**src/rtl/vending_pkg.sv**
```systemverilog
// rtl/vending_pkg.sv - shared states, coin values and widths for the coin credit controller
package vending_pkg;

    localparam int CREDIT_W = 4;

    localparam logic [2:0] VAL_POUND   = 3'd4;
    localparam logic [2:0] VAL_PIASTER = 3'd2;
    localparam logic [2:0] VAL_NICKEL  = 3'd1;

    typedef enum logic [1:0] {
        IDLE     = 2'd0,
        COLLECT  = 2'd1,
        DISPENSE = 2'd2,
        CHANGE   = 2'd3
    } state_t;

endpackage

```
**src/rtl/coin_edge_detect.sv**
```systemverilog
// rtl/coin_edge_detect.sv - qualifies classifier flags into single coin events with their value
module coin_edge_detect
    import vending_pkg::*;
(
    input  logic       clk,
    input  logic       rst,
    input  logic [2:0] flags,
    output logic       coin_evt,
    output logic [2:0] coin_val
);

    logic [2:0] prev_flags;
    logic       one_hot;

    // Loading the live flags during reset keeps a coin held through reset from counting.
    always_ff @(posedge clk) begin
        prev_flags <= flags;
    end

    always_comb begin
        one_hot  = 1'b0;
        coin_val = 3'd0;
        case (flags)
            3'b100: begin one_hot = 1'b1; coin_val = VAL_POUND;   end
            3'b010: begin one_hot = 1'b1; coin_val = VAL_PIASTER; end
            3'b001: begin one_hot = 1'b1; coin_val = VAL_NICKEL;  end
            default: begin one_hot = 1'b0; coin_val = 3'd0; end
        endcase
    end

    assign coin_evt = one_hot && (prev_flags == 3'b000) && !rst;

endmodule

```
**src/rtl/coin_credit_controller.sv**
```systemverilog
// rtl/coin_credit_controller.sv - accumulates coin credit, dispenses at price and pays change
module coin_credit_controller
    import vending_pkg::*;
#(
    parameter int PRICE      = 6,
    parameter int MAX_CREDIT = 15
) (
    input  logic                clk,
    input  logic                rst,
    input  logic                Pound,
    input  logic                Piaster,
    input  logic                Nickel,
    input  logic                Cancel,
    output logic [CREDIT_W-1:0] Credit,
    output logic                Dispense,
    output logic                Change_Nickel,
    output logic                Coin_Return,
    output logic                Busy
);

    localparam logic [CREDIT_W:0]   PRICE_W = (CREDIT_W+1)'(PRICE);
    localparam logic [CREDIT_W:0]   MAX_W   = (CREDIT_W+1)'(MAX_CREDIT);
    localparam logic [CREDIT_W-1:0] PRICE_C = CREDIT_W'(PRICE);

    state_t              state, state_n;
    logic [CREDIT_W-1:0] credit, credit_n;
    logic                coin_return_n;
    logic                coin_evt;
    logic [2:0]          coin_val;
    logic [CREDIT_W:0]   sum;
    logic                fits;

    coin_edge_detect u_edge (
        .clk      (clk),
        .rst      (rst),
        .flags    ({Pound, Piaster, Nickel}),
        .coin_evt (coin_evt),
        .coin_val (coin_val)
    );

    // One bit of headroom so an over-ceiling coin is caught before it wraps.
    assign sum  = {1'b0, credit} + {{(CREDIT_W-2){1'b0}}, coin_val};
    assign fits = (sum <= MAX_W);

    always_ff @(posedge clk) begin
        if (rst) begin
            state       <= IDLE;
            credit      <= '0;
            Coin_Return <= 1'b0;
        end else begin
            state       <= state_n;
            credit      <= credit_n;
            Coin_Return <= coin_return_n;
        end
    end

    always_comb begin
        state_n       = state;
        credit_n      = credit;
        coin_return_n = 1'b0;
        case (state)
            IDLE: begin
                if (coin_evt) begin
                    if (fits) begin
                        credit_n = sum[CREDIT_W-1:0];
                        state_n  = (sum >= PRICE_W) ? DISPENSE : COLLECT;
                    end else begin
                        coin_return_n = 1'b1;
                    end
                end
            end
            COLLECT: begin
                if (Cancel) begin
                    state_n       = CHANGE;
                    coin_return_n = coin_evt;
                end else if (coin_evt) begin
                    if (fits) begin
                        credit_n = sum[CREDIT_W-1:0];
                        if (sum >= PRICE_W) state_n = DISPENSE;
                    end else begin
                        coin_return_n = 1'b1;
                    end
                end
            end
            DISPENSE: begin
                coin_return_n = coin_evt;
                credit_n      = credit - PRICE_C;
                state_n       = (credit_n != '0) ? CHANGE : IDLE;
            end
            CHANGE: begin
                coin_return_n = coin_evt;
                // Guard against a zero credit here so the register can never underflow.
                if (credit != '0) credit_n = credit - 1'b1;
                if (credit <= 1) state_n = IDLE;
            end
            default: begin
                state_n  = IDLE;
                credit_n = '0;
            end
        endcase
    end

    assign Credit        = credit;
    assign Dispense      = (state == DISPENSE);
    assign Change_Nickel = (state == CHANGE);
    assign Busy          = (state == DISPENSE) || (state == CHANGE);

endmodule

```
**config.mk**
```make
export PLATFORM = sky130hd
export DESIGN_NAME = coin_credit_controller
export DESIGN_NICKNAME = d
export VERILOG_FILES = /design/src/rtl/vending_pkg.sv /design/src/rtl/coin_edge_detect.sv /design/src/rtl/coin_credit_controller.sv
export SDC_FILE = /design/constraint.sdc
export NUM_CORES = 1
export LEC_CHECK = 0
export CORE_UTILIZATION = 53
export CTS_CLUSTER_DIAMETER = 40
export DETAILED_ROUTE_END_ITERATION = 7
export HOLD_SLACK_MARGIN = 0.1
export PLACE_DENSITY = 0.81
export SLEW_MARGIN = 20
export SYNTH_ARGS = -nofsm -noshare
export SYNTH_HDL_FRONTEND = slang
export SYNTH_SLANG_ARGS = --single-unit
```
**constraint.sdc**
```tcl
create_clock -name clk -period 6 [get_ports clk]
set_input_delay 1.2 -clock clk [delete_from_list [all_inputs] [get_ports clk]]
set_output_delay 1.2 -clock clk [all_outputs]
set_load 0.01 [all_outputs]
```
==> impl_metrics.ini <==
[floorplanning]
rows = 13
core_area_um2 = 1301
die-area_um2 = 1559
io_pins = 14
die_h_um = 39.48
dieWidth_um = 39.48
initial_core_util_pct = 57.21

[drt]
vias = 665
drt_iter0_drc = 10
viasPerCell = 5.733
drc = 0
first_pass_iters = 4
ant_nets = 0
wl_per_cell_um = 12.63
drt-total-wl_mm = 1.465

[clock_tree]
cts_max_path_buffers = 2
clockRootBuffer = clkbuf_4
cts_setup_buffers = 0
cts_tree = yes
clk_latency_ns = 0.26
clock-sinks = 10
htree_levels = 1
numCtsBuffers = 3
cts_resized = 0
ctsHoldBuffers = 0
clk_pin_slew_ns = 0.07

[final_layout]
areaGrowthSynthToFinish_pct = 23.19
fill_cells = 109
fin_cells = 116
fin_area_um2 = 917.1
nets = 119
drive_gt1_share_pct = 7.921
antenna_cells = 0

[timing]
max-slew-margin-rel_pct = 68.40
max_freq_mhz = 301.3
final_hold_viol_count = 0
finalSetupViolations = 0
worstMarginPinSlew_ns = 0.4733
period_minus_slack_ns = 3.319
maxSlewViolCount = 0
rsz0062_at_grt = false
final.setup_skew_ns = 0.001375
finalCritPeriodShare_pct = 55.32
tns_ns = 0

[hold_path]
hold_path.class = reg -> reg
hold_depth = 2
hold_end = Credit[2]
hold_start = Credit[2]

[global_route]
overflow = 0
first_global_vias = 515
grt_max_degree = 16
grt_first_pass_wirelength_mm = 2.214
antenna_found_initial = 0
gr-usage-all-layers_pct = 21.44

[run]
drv_cap = 0

[power_and_ir_drop]
p_leak_uw = 0.0003851
power.density_nw_per_um2 = 157.6
max-vdd-ir-drop_mv = 0.1643
power_uw = 144.5

[critical_path]
startpoint_type = primary input
cp-end-kind = flop
slowest_stage = clkdlybuf4s50_1
arrival_ns = 3.51
crit_fanout = 8
r2r_start = Credit[0]
max_stage_delay_ns = 0.50
reg2regPathDepth = 7
critPathRequiredTime_ns = 6.19
crit_type = in -> reg
regToRegSetupSlack_ns = 3.88
crit_chain = clkdlybuf4s50_1 > nor3b_1 > ha_1 > fa_1 > a21o_1 > nand2_1 > a32oi_2 > or3_1 > a21oi_1
r2r-end = Credit[3]

[synth]
avgSynthCellArea_um2 = 8.557
ys_seq_area_share_pct = 26.89
synth.cell_area_um2 = 744.5
synthArstFlopShare_pct = 0
synthFlopType = dfxtp_1
yosysUniqueCellTypes = 35
synth_top_area_cell = dfxtp_1
synth.area.top_cells = dfxtp_1 (27%), ha_1 (17%), a21oi_1 (4.7%)
netlist.area_leader.share_pct = 26.89
ys_ff_latch = 10
ys_top_cells_by_count = dfxtp_1 (10), ha_1 (10), a21oi_1 (7)
yosysWarningCount = 0
syn_nets = 104
synthCells = 87
synth_edf_count = 0

[placed_design]
io_buffer_count = 13
dp_hpwl_mm = 1.140
dp_cells = 112
place_congestion = 0.8026
dpl-instance-area_um2 = 880.8

[outcome]
status = complete, no violations
## worst max-delay path: cells and delay by family
| kind | cells | cell delay (ns) |
|---|---|---|
| compound gates | 3 | 0.49 |
| fa+ha+maj | 2 | 0.61 |
| buf+inv | 1 | 0.50 |
| simple gates | 3 | 0.70 |
## routing by layer
layer / GRT usage (%) / wire length, µm / vias to the layer above
met1: 29.01 / 708 / 305
li1: - / - / 342
met3: 6.818 / 82 / 2
met2: 32.38 / 664 / 16
met4: 5.172 / 10 / 0
met5: 0 / 0 / -
## layout by cell type (no fill, tap or decap), types with 3 or more instances in the layout
cell type / count
clkbuf_4: 3
o21ai_0: 4
nand2_1: 6
dfxtp_1: 10
clkdlybuf4s50_1: 13
xor2_1: 3
nor3b_1: 3
a21oi_1: 7
a211oi_1: 3
nor2_1: 6
ha_1: 10
inv_1: 6
## cells by family (layout without fill, tap and decap cells)
| kind of cell | Yosys count | in the layout | share of synthesized area [%] |
|---|---|---|---|
| adders and majority gates | 11 | 11 | 19.50 |
| muxes | 2 | 2 | 2.857 |
| and+or+nand+nor | 24 | 24 | 16.30 |
| buffers and inverters | 9 | 23 | 4.705 |
| DFF | 10 | 10 | 26.89 |
| AOI/OAI and AO/OA | 27 | 27 | 25.04 |
| xor gates and xnor gates | 4 | 4 | 4.707 |
## area by class of cell
class | instances | area, µm² | share of cell area [%]
Inverter | 6 | 22.52 | 2.456
Multi-Input combinational cell | 68 | 509.2 | 55.53
Clock buffer | 4 | 36.28 | 3.956
Timing Repair Buffer | 13 | 130.1 | 14.19
Sequential cell | 10 | 200.2 | 21.83
Tap cell | 15 | 18.77 | 2.046
## how the worst max path moves through the flow
stage,start,endpoint,depth (start not counted)
after global placement,Piaster,state[0],8
after detailed placement,Nickel,Credit[3],9
after global routing,Nickel,Credit[3],9
after floorplan,Nickel,Credit[3],8
after CTS,Nickel,Credit[3],9
final,Nickel,Credit[3],9
## where the power goes
part	total, µW	switching, µW	leakage, µW	internal (µW)
Combinational	14.9	7.24	0.000282	7.66
Clock	60.4	23.5	0.0000210	36.8
Sequential	69.2	1.40	0.0000818	67.8
Total	144	32.2	0.000385	112
## flip-flops by register name, indices dropped and copies added, names as in the netlist
register	count
Coin_Return	1
u_edge.prev_flags	3
Credit	4
state	2
## through the flow
| step | hold WS [ns] | worst slack (ns) | util (%) |
|---|---|---|---|
| 6_report | 0.5754 | 2.681 | 70.48 |
| 5_1_grt | 0.6025 | 2.571 | 70.48 |
| 4_1_cts | 0.5776 | 2.703 | 70.48 |
| 3_5_place_dp | 0.5663 | 2.446 | 67.69 |
| 3_3_place_gp | 0.5740 | 2.512 | 67.69 |
| 2_1_floorplan | 0.5446 | 3.123 | - |
Power figures use the tool's default switching activity.
